<file path="src/rtl/ones_pattern_gen_if.sv">
// ones_pattern_gen_if
//   Command and data-stream signals of the ones-count pattern generator.
//   Command side : cmd_valid/cmd_ready handshake, cmd_count (k, 0..8),
//                  cmd_err pulse for an accepted k > 8.
//   Data side    : data_valid/data_ready handshake, data_out (8-bit word
//                  with popcount k), data_last, data_index (0..69).
//   slave  modport : the generator.
//   master modport : the command controller / data consumer.
interface ones_pattern_gen_if;
    logic       cmd_valid;
    logic       cmd_ready;
    logic [3:0] cmd_count;
    logic       cmd_err;
    logic       data_valid;
    logic       data_ready;
    logic [7:0] data_out;
    logic       data_last;
    logic [6:0] data_index;

    modport slave (
        input  cmd_valid, cmd_count, data_ready,
        output cmd_ready, cmd_err, data_valid, data_out, data_last, data_index
    );

    modport master (
        output cmd_valid, cmd_count, data_ready,
        input  cmd_ready, cmd_err, data_valid, data_out, data_last, data_index
    );
endinterface

</file>
<file path="src/rtl/ones_pattern_gen.sv">
// ones_pattern_gen
//   Streams every 8-bit word whose popcount equals a requested k (0..8),
//   in ascending numeric order, one word per data handshake.
//   Ports:
//     clk   : rising-edge clock
//     rst_n : asynchronous active-low reset
//     bus   : ones_pattern_gen_if.slave (command + data stream signals)
//   All outputs are registered.
module ones_pattern_gen (
    input  logic                  clk,
    input  logic                  rst_n,
    ones_pattern_gen_if.slave     bus
);

    typedef enum logic [1:0] {
        IDLE = 2'd0,
        RUN  = 2'd1,
        ERR  = 2'd2
    } state_t;

    state_t     state_q, state_d;
    logic [3:0] k_q, k_d;
    logic       cmd_ready_q, cmd_ready_d;
    logic       cmd_err_q, cmd_err_d;
    logic       data_valid_q, data_valid_d;
    logic [7:0] data_out_q, data_out_d;
    logic       data_last_q, data_last_d;
    logic [6:0] data_index_q, data_index_d;

    // Lowest word with k ones: k ones packed at the bottom.
    function automatic logic [7:0] first_word(input logic [3:0] k);
        logic [7:0] mask;
        mask = 8'hFF << k;
        return ~mask;
    endfunction

    // Highest word with k ones: k ones packed at the top.
    function automatic logic [7:0] top_word(input logic [3:0] k);
        logic [7:0] mask;
        mask = 8'hFF >> k;
        return ~mask;
    endfunction

    // Next larger word with the same popcount. The lowest run of ones is
    // carried one place up, and the remaining ones of that run are
    // re-packed at the bottom. The usual divide by the lowest set bit is
    // replaced by a right shift of its position.
    function automatic logic [7:0] next_comb(input logic [7:0] x);
        logic [7:0] low;
        logic [7:0] ripple;
        logic [7:0] ones;
        logic [2:0] tz;
        logic       found;
        low    = x & (~x + 8'd1);
        ripple = x + low;
        tz     = '0;
        found  = 1'b0;
        for (int unsigned i = 0; i < 8; i++) begin
            if (x[i] && !found) begin
                tz    = i[2:0];
                found = 1'b1;
            end
        end
        ones = ((ripple ^ x) >> 2) >> tz;
        return ripple | ones;
    endfunction

    logic       cmd_accept;
    logic       data_hs;
    logic [7:0] next_word;

    always_comb begin
        cmd_accept = bus.cmd_valid && cmd_ready_q;
        data_hs    = data_valid_q && bus.data_ready;
        next_word  = next_comb(data_out_q);

        state_d      = state_q;
        k_d          = k_q;
        cmd_ready_d  = 1'b0;
        cmd_err_d    = 1'b0;
        data_valid_d = 1'b0;
        data_out_d   = data_out_q;
        data_last_d  = data_last_q;
        data_index_d = data_index_q;

        unique case (state_q)
            IDLE: begin
                cmd_ready_d = 1'b1;
                if (cmd_accept) begin
                    cmd_ready_d = 1'b0;
                    if (bus.cmd_count > 4'd8) begin
                        state_d   = ERR;
                        cmd_err_d = 1'b1;
                    end else begin
                        state_d      = RUN;
                        k_d          = bus.cmd_count;
                        data_valid_d = 1'b1;
                        data_out_d   = first_word(bus.cmd_count);
                        data_index_d = '0;
                        data_last_d  = (first_word(bus.cmd_count) == top_word(bus.cmd_count));
                    end
                end
            end
            RUN: begin
                data_valid_d = 1'b1;
                if (data_hs) begin
                    if (data_last_q) begin
                        state_d      = IDLE;
                        data_valid_d = 1'b0;
                        cmd_ready_d  = 1'b1;
                    end else begin
                        data_out_d   = next_word;
                        data_index_d = data_index_q + 7'd1;
                        data_last_d  = (next_word == top_word(k_q));
                    end
                end
            end
            ERR: begin
                state_d     = IDLE;
                cmd_ready_d = 1'b1;
            end
            default: begin
                state_d = IDLE;
            end
        endcase
    end

    always_ff @(posedge clk or negedge rst_n) begin
        if (!rst_n) begin
            state_q      <= IDLE;
            k_q          <= '0;
            cmd_ready_q  <= 1'b0;
            cmd_err_q    <= 1'b0;
            data_valid_q <= 1'b0;
            data_out_q   <= '0;
            data_last_q  <= 1'b0;
            data_index_q <= '0;
        end else begin
            state_q      <= state_d;
            k_q          <= k_d;
            cmd_ready_q  <= cmd_ready_d;
            cmd_err_q    <= cmd_err_d;
            data_valid_q <= data_valid_d;
            data_out_q   <= data_out_d;
            data_last_q  <= data_last_d;
            data_index_q <= data_index_d;
        end
    end

    assign bus.cmd_ready  = cmd_ready_q;
    assign bus.cmd_err    = cmd_err_q;
    assign bus.data_valid = data_valid_q;
    assign bus.data_out   = data_out_q;
    assign bus.data_last  = data_last_q;
    assign bus.data_index = data_index_q;

endmodule

</file>
<file path="src/flat_wrapper.sv">
// flat-port wrapper written by rule: the top's interface ports become plain ports
module ones_pattern_gen_flat 
  (clk, rst_n, bus_cmd_valid, bus_cmd_count, bus_data_ready, bus_cmd_ready, bus_cmd_err, bus_data_valid, bus_data_out, bus_data_last, bus_data_index);
  ones_pattern_gen_if bus_i ();
  input  logic clk;
  input  logic rst_n;
  input wire logic [$bits(bus_i.cmd_valid)-1:0] bus_cmd_valid;
  input wire logic [$bits(bus_i.cmd_count)-1:0] bus_cmd_count;
  input wire logic [$bits(bus_i.data_ready)-1:0] bus_data_ready;
  output wire logic [$bits(bus_i.cmd_ready)-1:0] bus_cmd_ready;
  output wire logic [$bits(bus_i.cmd_err)-1:0] bus_cmd_err;
  output wire logic [$bits(bus_i.data_valid)-1:0] bus_data_valid;
  output wire logic [$bits(bus_i.data_out)-1:0] bus_data_out;
  output wire logic [$bits(bus_i.data_last)-1:0] bus_data_last;
  output wire logic [$bits(bus_i.data_index)-1:0] bus_data_index;
  assign bus_i.cmd_valid = bus_cmd_valid;
  assign bus_i.cmd_count = bus_cmd_count;
  assign bus_i.data_ready = bus_data_ready;
  assign bus_cmd_ready = bus_i.cmd_ready;
  assign bus_cmd_err = bus_i.cmd_err;
  assign bus_data_valid = bus_i.data_valid;
  assign bus_data_out = bus_i.data_out;
  assign bus_data_last = bus_i.data_last;
  assign bus_data_index = bus_i.data_index;
  ones_pattern_gen u_core (.clk(clk), .rst_n(rst_n), .bus(bus_i));
endmodule
</file>
<file path="config.mk">
export PLATFORM = sky130hd
export DESIGN_NAME = ones_pattern_gen_flat
export DESIGN_NICKNAME = d
export VERILOG_FILES = /design/src/rtl/ones_pattern_gen_if.sv /design/src/rtl/ones_pattern_gen.sv /design/src/flat_wrapper.sv
export SDC_FILE = /design/constraint.sdc
export NUM_CORES = 1
export LEC_CHECK = 0
export CAP_MARGIN = 5
export CORE_UTILIZATION = 54
export DETAILED_ROUTE_END_ITERATION = 8
export HOLD_SLACK_MARGIN = 0.03
export PLACE_DENSITY = 0.83
export SETUP_SLACK_MARGIN = 0.05
export SYNTH_ARGS = -nofsm -noshare
export SYNTH_HDL_FRONTEND = slang
export SYNTH_SLANG_ARGS = --single-unit
export TNS_END_PERCENT = 5
</file>
<file path="constraint.sdc">
create_clock -name clk -period 2.7 [get_ports clk]
set_input_delay 0.54 -clock clk [delete_from_list [all_inputs] [get_ports clk]]
set_output_delay 0.54 -clock clk [all_outputs]
set_load 0.02 [all_outputs]
</file>
==> reports/metrics.csv, run 1 <==
metric,value,unit
status,completed,
hold_violations,0,
fin_ws,0.322,ns
post-cts-setup-buffers,0,
crit_required,2.93,ns
place_area,2230,µm²
num_io_pins,27,
synth-main-ff-cell,dfrtp_1,
tns,0,ns
overflow,0,
h-tree-depth,1,
synth.avg_cell_area,8.31,µm²
post_cts_resized,0,
leakage,0.921,nW
r2r_slack,0.32,ns
cts-root-buf,clkbuf_4,
synth_edf_count,0,
gp_congestion,0.911,
relSlewSlack,70.2,%
max_cap_violations,0,
synthSimpleGateAreaFrac,26.0,%
power.density,1300,nW/µm²
clk_pin_slew,0.14,ns
antenna_cells,0,
numCtsBuffers,3,
synth_area_leaders,"dfrtp_1 34%, nand2_1 4.1%, nand2b_1 4.1%, o21ai_0 4.1%, a21oi_1 3.5%",
fin_cells,299,
crit_slowest_cell,dfrtp_2,
finalCriticalPeriod,2.38,ns
final_antenna_net_count,0,
clk_latency,0.33,ns
worst_pin_slew,0.436,ns
start_util,58.5,%
grt_pass1_wl,7550,µm
die-area,3660,µm²
syn_inst,222,
first_global_vias,1564,
path_cells,"inv_1, a221o_1, and3b_1, a22o_1, xnor2_1, a221oi_1, nor4b_1",
wl_per_cell,15.7,µm
syn-num-nets,231,
rows,20,
cts_buffer_depth,2,
critPathCaptureType,flip-flop,
synth_xor_area_share,4.27,%
fin_crit_sh,88.1,%
worstReg2RegEnd,u_core.bus.data_last,
die_w,60.5,µm
cpPeakStageDelay,0.55,ns
drt-initial-drc-count,218,
die_h,60.5,µm
finalMaxSlewViolations,0,
peakVddDrop,0.000759,V
final_design_area_no_fill,2270,µm²
crit_path_start_kind,flip-flop,
synthAdderAreaFrac,0.678,%
viasPerCell,6.18,
ys_warn_count,0,
synth_cell_types,54,
synth_seq_area_share,33.9,%
dp_hpwl,3490,µm
ff2ff_path_depth,7,
pre_cts_slack,0.0297,ns
nets,265,
routed_wl,4710,µm
coreArea,3150,µm²
async_reset_ff_share,100,%
grt_setup_unrepaired,false,
finalClockSkew,0.00769,ns
r2r_start,u_core.bus.data_out[1],
grt_use_total,27.7,%
ys_seq_elements,25,
cts_tree,done,
hp-class,input port to async pin,
path_class,flip-flop to flip-flop,
antenna_found_initial,0,
ctsHoldBuffers,0,
areaGrowthSynthToFinish,22.9,%
dp_cells,295,
crit_path_max_fanout,17,
crit_arrival,2.61,ns
netlist_area,1850,µm²
fmax,421,MHz
synth_compound_area_share,27.4,%
drc,0,
synth_top_family_by_area,compound AO/OA/AOI/OAI gates,
vias,1849,
setup_viol,0,
synthMuxAreaShare,3.05,%
grt_max_degree,26,
drt_pass1_iterations,4,
cts_sinks,25,
post-synth-top-area-cell,dfrtp_1,
io_buffer_count,26,
synth_top_area_share,33.9,%
layout-drive-gt1-share,14.1,%
==> sequential cells by signal, indices dropped and copies added (netlist names) <==
register and flops:
u_core.bus.data_last 1, u_core.bus.cmd_err 1, u_core.bus.data_valid 1, u_core.state_q 2
u_core.k_q 4, u_core.bus.cmd_ready 1, u_core.bus.data_index 7, u_core.bus.data_out 8
==> cell usage after synthesis, types with 2 or more instances <==
library cell and number:
dfrtp_1 25, nand2_1 20, nor2_1 17, o21ai_0 15, a21oi_1 13, nand2b_1 12
clkbuf_1 10, nand3_1 8, nor3_1 8, a31oi_1 6, xnor2_1 6, inv_1 5
mux2_2 5, a211oi_1 4, a311oi_1 4, nor2b_1 4, o21bai_1 4, buf_2 3
nand4_1 3, o22ai_1 3, xor2_1 3, a221o_1 2, a221oi_1 2, and2_1 2
and4_1 2, nand4b_1 2, nor4_1 2, o211a_1 2, o221ai_1 2, o31ai_1 2
or2_2 2, or3_1 2
==> routing by layer <==
layer / wire length [µm] / GRT usage (%)
met1: 2030 / 39.3
met2: 2270 / 43.5
met3: 298 / 2.56
met4: 112 / 12.0
met5: 0 / 0
==> kinds of logic (layout without fill, tap and decap cells) <==
logic type,after synthesis,after routing
compound gates,71,71
xor+xnor,9,9
fa+ha+maj,1,1
buf+inv,20,53
flops,25,25
mux,5,5
simple gates,91,91
==> power breakdown <==
group | total (mW) | switching (mW) | internal (mW) | leakage, nW
sequential | 0.765 | 0.236 | 0.529 | 0.315
clock | 0.171 | 0.113 | 0.0580 | 0.0150
combinational | 2.00 | 1.12 | 0.885 | 0.591
==> critical path: cells and delay by family, from the launching register on <==
kind | cells | cell delay (ns)
DFF | 1 | 0.55
xor gates and xnor gates | 1 | 0.15
AOI/OAI and AO/OA | 3 | 0.97
buffers and inverters | 1 | 0.13
and+or+nand+nor | 2 | 0.49
==> worst max-delay path by stage <==
stage                                 from                       end  slack (ns)  cells after the start
detailed placement        bus_cmd_count[0]      u_core.bus.data_last        0.03                      8
global route        u_core.bus.data_out[1]      u_core.bus.data_last        0.10                      7
global placement          bus_cmd_count[0]  u_core.bus.data_index[6]        0.06                      8
floorplan                 bus_cmd_count[1]  u_core.bus.data_index[6]        0.33                      8
finish              u_core.bus.data_out[1]      u_core.bus.data_last        0.32                      7
CTS                 u_core.bus.data_out[1]      u_core.bus.data_last        0.12                      7
==> cell usage in the layout (no fill, tap or decap), types with 2 or more instances in the layout <==
cell type and count:
a211oi_1 4, a21oi_1 13, a221o_1 2, a221oi_1 2
a311oi_1 4, a31oi_1 6, and2_1 2, and4_1 2
buf_4 18, clkbuf_4 3, clkdlybuf4s50_1 26, dfrtp_1 24
inv_1 5, mux2_2 5, nand2_1 20, nand2b_1 12
nand3_1 8, nand4_1 3, nand4b_1 2, nor2_1 17
nor2b_1 4, nor3_1 8, nor4_2 2, o211a_1 2
o21ai_0 15, o21bai_1 4, o221ai_1 2, o22ai_1 3
o31ai_1 2, or2_2 2, or3_1 2, xnor2_1 6
xor2_1 3
==> through the flow <==
| stage | utilization, % | power [mW] | hold WS (ns) |
|---|---|---|---|
| 6_report | 71.9 | 2.94 | 0.567 |
| 5_1_grt | 71.9 | 3.16 | 0.596 |
| 4_1_cts | 71.7 | 2.90 | 0.568 |
| 3_5_place_dp | 70.9 | 2.72 | 0.539 |
| 3_3_place_gp | 70.9 | 2.69 | 0.534 |
| 2_1_floorplan | - | 2.07 | 0.244 |
==> area by class of cell <==
cell class                 instances  area [µm²]
multi-input combinational        177        1150
fill                             252         885
sequential                        25         627
timing repair buffer              44         395
tap                               44        55.1
clock buffer                       4        26.3
inverter                           5        18.8
Power figures use the tool's default switching activity.
==> inputs of run 2 (changes only) <==
--- a/config.mk
+++ b/config.mk
@@ -5,7 +5,6 @@
 export SDC_FILE = /design/constraint.sdc
 export NUM_CORES = 1
 export LEC_CHECK = 0
-export CAP_MARGIN = 5
 export CORE_UTILIZATION = 54
 export DETAILED_ROUTE_END_ITERATION = 8
 export HOLD_SLACK_MARGIN = 0.03
==> results of run 2 <==
Final layout, timing and power as in run 1 (identical DEF).
==> inputs of run 3 (changes only) <==
--- a/config.mk
+++ b/config.mk
@@ -7,7 +7,7 @@
 export LEC_CHECK = 0
 export CORE_UTILIZATION = 54
 export DETAILED_ROUTE_END_ITERATION = 8
-export HOLD_SLACK_MARGIN = 0.03
+export HOLD_SLACK_MARGIN = 0.02
 export PLACE_DENSITY = 0.83
 export SETUP_SLACK_MARGIN = 0.05
 export SYNTH_ARGS = -nofsm -noshare
==> results of run 3 <==
Final layout, timing and power as in run 1 (identical DEF).
